==> src/rtl/inv_add_key_mix_columns.sv <==
`default_nettype none
// +--------------------------------------------------------------------------+
// | inv_add_key_mix_columns                                                  |
// | AES decryption round back half: AddRoundKey then column-serial           |
// | InvMixColumns (bypassed on the final round), valid/ready on both sides.  |
// | Revision: 1.0                                                            |
// +--------------------------------------------------------------------------+
module inv_add_key_mix_columns #(
  parameter int COLS_PER_CYCLE = 1
) (
  input  logic         clk,
  input  logic         rst,
  input  logic         in_valid,
  output logic         in_ready,
  input  logic [127:0] data,
  input  logic [127:0] round_key,
  input  logic         in_last,
  output logic         out_valid,
  input  logic         out_ready,
  output logic [127:0] result
);

  generate
    if (COLS_PER_CYCLE != 1 && COLS_PER_CYCLE != 2 && COLS_PER_CYCLE != 4) begin : g_bad_cols
      $error("COLS_PER_CYCLE must be 1, 2 or 4");
    end
  endgenerate

  localparam logic [1:0] c_idle     = 2'd0;
  localparam logic [1:0] c_mix      = 2'd1;
  localparam logic [1:0] c_done     = 2'd2;
  localparam logic [1:0] c_last_col = 2'(4 - COLS_PER_CYCLE);
  localparam logic [1:0] c_step     = 2'(COLS_PER_CYCLE);

  logic [1:0]   r_fsm;
  logic [1:0]   w_fsm_next;
  logic [1:0]   r_col_cnt;
  logic [127:0] r_state;
  logic [127:0] w_mixed_state;
  logic         r_live;
  logic         w_accept;
  logic         w_release;

  function automatic logic [7:0] xtime(input logic [7:0] b);
    return {b[6:0], 1'b0} ^ (b[7] ? 8'h1b : 8'h00);
  endfunction

  // Multiples 9, b, d, e are assembled from the x2/x4/x8 chain.
  function automatic logic [31:0] inv_mix_col(input logic [31:0] col);
    logic [7:0] a [4];
    logic [7:0] x2 [4];
    logic [7:0] x4 [4];
    logic [7:0] x8 [4];
    logic [7:0] m9 [4];
    logic [7:0] mb [4];
    logic [7:0] md [4];
    logic [7:0] me [4];
    for (int i = 0; i < 4; i++) begin
      a[i]  = col[31-8*i -: 8];
      x2[i] = xtime(a[i]);
      x4[i] = xtime(x2[i]);
      x8[i] = xtime(x4[i]);
      m9[i] = x8[i] ^ a[i];
      mb[i] = x8[i] ^ x2[i] ^ a[i];
      md[i] = x8[i] ^ x4[i] ^ a[i];
      me[i] = x8[i] ^ x4[i] ^ x2[i];
    end
    return {me[0] ^ mb[1] ^ md[2] ^ m9[3],
            m9[0] ^ me[1] ^ mb[2] ^ md[3],
            md[0] ^ m9[1] ^ me[2] ^ mb[3],
            mb[0] ^ md[1] ^ m9[2] ^ me[3]};
  endfunction

  // Only the columns covered by the current beat are replaced.
  generate
    for (genvar c = 0; c < 4; c++) begin : g_col
      logic w_sel;
      assign w_sel = (3'(c) >= {1'b0, r_col_cnt}) &&
                     (3'(c) <  ({1'b0, r_col_cnt} + 3'(COLS_PER_CYCLE)));
      assign w_mixed_state[127-32*c -: 32] = w_sel ? inv_mix_col(r_state[127-32*c -: 32])
                                                   : r_state[127-32*c -: 32];
    end
  endgenerate

  assign w_accept  = in_valid & in_ready;
  assign w_release = out_valid & out_ready;
  assign result    = r_state;

  always_ff @(posedge clk or posedge rst) begin
    if (rst) r_fsm <= c_idle;
    else     r_fsm <= w_fsm_next;
  end

  always_comb begin
    w_fsm_next = r_fsm;
    case (r_fsm)
      c_idle:  if (w_accept) w_fsm_next = in_last ? c_done : c_mix;
      c_mix:   if (r_col_cnt == c_last_col) w_fsm_next = c_done;
      c_done: begin
        if (w_accept)       w_fsm_next = in_last ? c_done : c_mix;
        else if (w_release) w_fsm_next = c_idle;
      end
      default: w_fsm_next = c_idle;
    endcase
  end

  // r_live holds in_ready low until the first edge after reset is released.
  always_comb begin
    in_ready  = 1'b0;
    out_valid = 1'b0;
    case (r_fsm)
      c_idle:  in_ready = r_live;
      c_done: begin
        in_ready  = r_live & out_ready;
        out_valid = 1'b1;
      end
      default: ;
    endcase
  end

  always_ff @(posedge clk or posedge rst) begin
    if (rst) begin
      r_live    <= 1'b0;
      r_col_cnt <= 2'd0;
      r_state   <= 128'h0;
    end else begin
      r_live <= 1'b1;
      if (w_accept) begin
        r_col_cnt <= 2'd0;
        r_state   <= data ^ round_key;
      end else if (r_fsm == c_mix) begin
        r_col_cnt <= r_col_cnt + c_step;
        r_state   <= w_mixed_state;
      end
    end
  end

endmodule
`default_nettype wire
==> config.mk <==
export PLATFORM = sky130hd
export DESIGN_NAME = inv_add_key_mix_columns
export DESIGN_NICKNAME = d
export VERILOG_FILES = /design/src/rtl/inv_add_key_mix_columns.sv
export SDC_FILE = /design/constraint.sdc
export NUM_CORES = 1
export LEC_CHECK = 0
export BUFFER_PORTS_ARGS = -buffer_cell sky130_fd_sc_hd__buf_2
export CAP_MARGIN = 20
export CORE_MARGIN = 2
export CORE_UTILIZATION = 50
export DETAILED_ROUTE_END_ITERATION = 16
export GPL_ROUTABILITY_DRIVEN = 0
export HOLD_SLACK_MARGIN = 0.08
export PLACE_DENSITY = 0.75
export SLEW_MARGIN = 20
export SYNTH_ARGS = -nofsm -noshare
export SYNTH_HDL_FRONTEND = slang
export SYNTH_SLANG_ARGS = --single-unit
==> constraint.sdc <==
create_clock -name clk -period 12.46 [get_ports clk]
set_input_delay 1.869 -clock clk [delete_from_list [all_inputs] [get_ports clk]]
set_output_delay 1.869 -clock clk [all_outputs]
set_load 0.01 [all_outputs]
* Yosys cells after proc, flatten, opt, wreduce, memory -nomap -nowiden *
Index checks and enable logic that the tools add are counted.

operators by class
  bitwise logic cells = 196
  equal/unequal tests = 6
  add/sub/neg operators = 2
  reductions and logical operators = 14
  mux-type cells = 64
  magnitude comparators = 7

operators by type and width
  operator                                                               number
  8-bit XOR                                                              144
  8-bit by 5-bit XOR with 8-bit output                                   48
  128-bit two-way mux                                                    2
  5-bit two-way mux                                                      48
  32-bit two-way mux                                                     4
  128-bit XOR                                                            1
  2-bit two-way mux                                                      7
  2-bit nonzero test                                                     5
  2-bit AND reduction                                                    4
  1-bit by 3-bit < comparator with 1-bit output, first input constant    2
  2-bit by 3-bit < comparator with 1-bit output, first input constant    2
  2-bit case mux with 3 select lines                                     1
  2-bit equality test, second input constant                             2
  1-bit by 2-bit >= comparator with 1-bit output, first input constant   2
  2-bit != test, second input constant                                   2
  2-bit by 1-bit adder with 3-bit output, second input constant          1
  1-bit bitwise AND                                                      3
  1-bit logical AND                                                      3
  3-bit != test, second input constant                                   1
  3-bit AND reduction                                                    1
  2-bit by 1-bit adder with 2-bit output, second input constant          1
  2-bit by 1-bit equality test with 1-bit output, second input constant  1
  2-bit >= comparator, first input constant                              1
  2-bit logical NOT                                                      1
  other kinds (2)                                                        2

word-level totals
  bits in registers = 133
  output and inout bits = 130

* Depth between registers and ports, before layout *
  depth in word-level cells = 14
  depth in mapped cells = 8
  mapped depth without buffers = 6

* Worst setup path after synthesis *
No wires, ideal clock.

  kind = input-to-output
  from = in out_ready
  to = out in_ready
  required time = 10.591 ns
  buffers on the path = 0
  setup slack = 8.287 ns
  arrival time = 2.304 ns
  stages = 2
  cell sequence = nor2b_1 -> nor3b_1

between the ends
  cells in the longest elaborated chain, start to end = 2

ends and longest elaborated chain
  element                             RTL line  RTL
  start, declared                     19        input logic out_ready,
  1-bit bitwise AND                   114       in_ready = r_live & out_ready;
  1-bit case mux with 2 select lines  111       case (r_fsm)
  end, declared                       14        output logic in_ready,

Every way passes these cells.

* Final worst setup path *
Same ends and word-level chain as after synthesis.

==> key figures <==
Routing
  – DRC errors left: 0
  – DR iter-0 viols: roughly 800
  – Pre-antenna DRT Iters: 5
  – Post-Route WL: 45300 µm
  – Per-cell routed wire length: around 20 µm
  – Vias: 12.5k
  – Via-per-instance ratio: 5.41
  – Final ANT Viol Nets: 0

Yosys
  – Synthesized flop and latch total: approximately 130
  – Post-Synth Simple-Gate Area: 5.81%
  – YS warnings: 0
  – Post-synthesis xor/xnor area fraction: 59.8%
  – Post-Syn Instances: 1638
  – Post-synthesis area per instance: 9.61 µm²
  – Post-synth EDFFs: 0
  – Synth cell count leaders: xnor2_1 (593), xor2_1 (197), nand2_1 (138)
  – Post-synthesis sequential area ratio: a little over a fifth
  – Mux cell area share after synthesis: less than 1%
  – Dominant synthesized flop cell: dfrtp_1
  – Cell taking the most area after synthesis: xnor2_1
  – Most common cell in the synthesized netlist: xnor2_1
  – Top-area cell type share of the netlist area: 33.0%
  – Total nets after synthesis: 1903
  – Netlist cell types: 47
  – Adder-cell area share of the yosys netlist: 0.318%
  – Post-synth ARST share: between 90% and 100%
  – Largest family of logic cells by synthesized area: XOR/XNOR gates
  – Largest cells by area after synthesis: xnor2_1 (33%), dfrtp_1 (21%), xnor3_1 (11%)
  – Area of the mapped netlist: roughly 0.016 mm²
  – Synth Area in Compound Gates: about 8.6%

Final layout
  – Reg area: roughly 0.0033 mm²
  – Diode count: 0
  – Post-route cell area: 0.0183 mm²
  – Layout area overhead: 16.3%
  – Share of layout cells above drive strength 1: roughly a quarter
  – Final-layout fill cell count: 2652
  – Final nets: 2168
  – Util after Layout: 59.4%
  – Multi-input gate area: 0.0118 mm²

Worst setup path
  – Critical Path RT: 10590 ps
  – Crit-path max FO: 3
  – Endpoint type of the worst setup path: primary output
  – Crit Path Class: input pin to primary output
  – R2R setup slack: 9450 ps
  – Setup crit start kind: input pin
  – Arrival time at the worst endpoint: just under 3000 ps

Outcome
  – Status: finished, final reports clean

Timing
  – Max Transition Viols Final: 0
  – Clk_skew: around 16 ps
  – Final WS setup: 7620 ps
  – FMAX: roughly 210 MHz
  – Tmin final: 4840 ps
  – Worst-margin pin slew: 1100 ps
  – Period utilization: 38.8%
  – Final hold viol count: 0
  – Setup-failing EPs final: 0
  – Slew headroom: 27.0%
  – RSZ-0062 raised after global routing: no
  – TNS Setup: 0 ps

Global routing
  – Vias in the first global route: 13.0k
  – Total GRT Usage: 27.7%
  – First-pass GRT wire length: 71600 µm
  – Antenna violations before repair: 0
  – Largest net degree at the start of global routing: 73
  – Grt ovf: 0

Clocking
  – Cts hold-fix bufs: 0
  – Later-pin clock latency in the skew report: 450 ps
  – CTS buffer count: 17
  – H-tree depth: 4
  – Clock slew at reported path FFs: 70 ps
  – Longest Clk Path Bufs: 2
  – CTS tree: done
  – PostCTS Resize Cnt: 0
  – Postcts setup bufs: 0
  – Root Driver: clkbuf_16
  – CTS Sinks: 133

Worst hold path
  – Tightest Hold Check Type: flip-flop to flip-flop

Floorplan
  – Top Ports: 391
  – Die Height: 181 µm
  – Core Box Area: 0.0308 mm²
  – Starting Density: between 50 and 60%
  – Die width: approximately 180 µm
  – Area of the die: 0.0329 mm²
  – FP Rows: 64

Placed design
  – Pre-CTS WS: between 7000 and 8000 ps
  – DP Wirelength: 33900 µm
  – Port bufs: 390
  – Placed Area: ~0.018 mm²

Run
  – Max cap viols: 0
-- registers in the layout, summed over array words and instances (netlist names) --
name and flops:
r_fsm 2, result 128, r_col_cnt 2, r_live 1
-- critical path: stages --
cell	delay (ps)
buf_2	110
nor2b_1	60
nor3b_1	670
buf_2	260
-- per-layer routing --
| metal | GRT usage [%] | wire, µm |
|---|---|---|
| met1 | 35.3 | 18800 |
| met2 | 47.7 | 22600 |
| met3 | 4.01 | 2840 |
| met4 | 10.0 | 1080 |
| met5 | 0 | 0 |
-- kinds of logic after synthesis --
family          Yosys count
fa+ha+maj                 4
mux                       1
buf+inv                 157
compound gates          211
simple gates            228
xor+xnor                903
other cells               1
flops                   133
-- worst paths after layout --
check	from	to	depth (start not counted)
worst max-delay path	out_ready	in_ready	4
worst min-delay path	r_fsm[0]	r_fsm[1]	1
worst max register to register	r_fsm[1]	result[20]	7
worst min register to register	r_fsm[0]	r_fsm[1]	1
max in group asynchronous	rst	result[44]	4
min in group asynchronous	rst	result[93]	2
-- final cells by class --
class | count | area share (%)
Clock buffer | 18 | 2.40
Clock inverter | 14 | 1.22
Inverter | 4 | 0.109
Multi-Input combinational cell | 1348 | 64.2
Sequential cell | 133 | 18.2
Tap cell | 396 | 2.71
Timing Repair Buffer | 399 | 11.1
-- placed cells by master (no fill, tap or decap), types with 12 or more instances in the layout --
cell       netlist  routed
xnor2_1        593     593
dfrtp_1        133     133
xnor3_1         79      79
nand2_1        138     136
o21ai_0         12      12
a22oi_1         52      52
nor2_1          62      62
xor2_1         197     197
a31oi_1         47      47
buf_2           43     390
a21oi_1         56      56
xor3_1          13      13
clkbuf_16        0      17
o21ai_1         12      12
-- through the flow --
step / instances / hold slack [ps]
CTS: 2311 / 533
global route: 2312 / 562
detailed placement: 2279 / 521
global placement: 2279 / 501
floorplan: 1638 / 473
finish: 2312 / 528
Power is left out: the tool's default activity adds up to more than one toggle a clock period on the data nets, which glitch-free logic cannot reach.
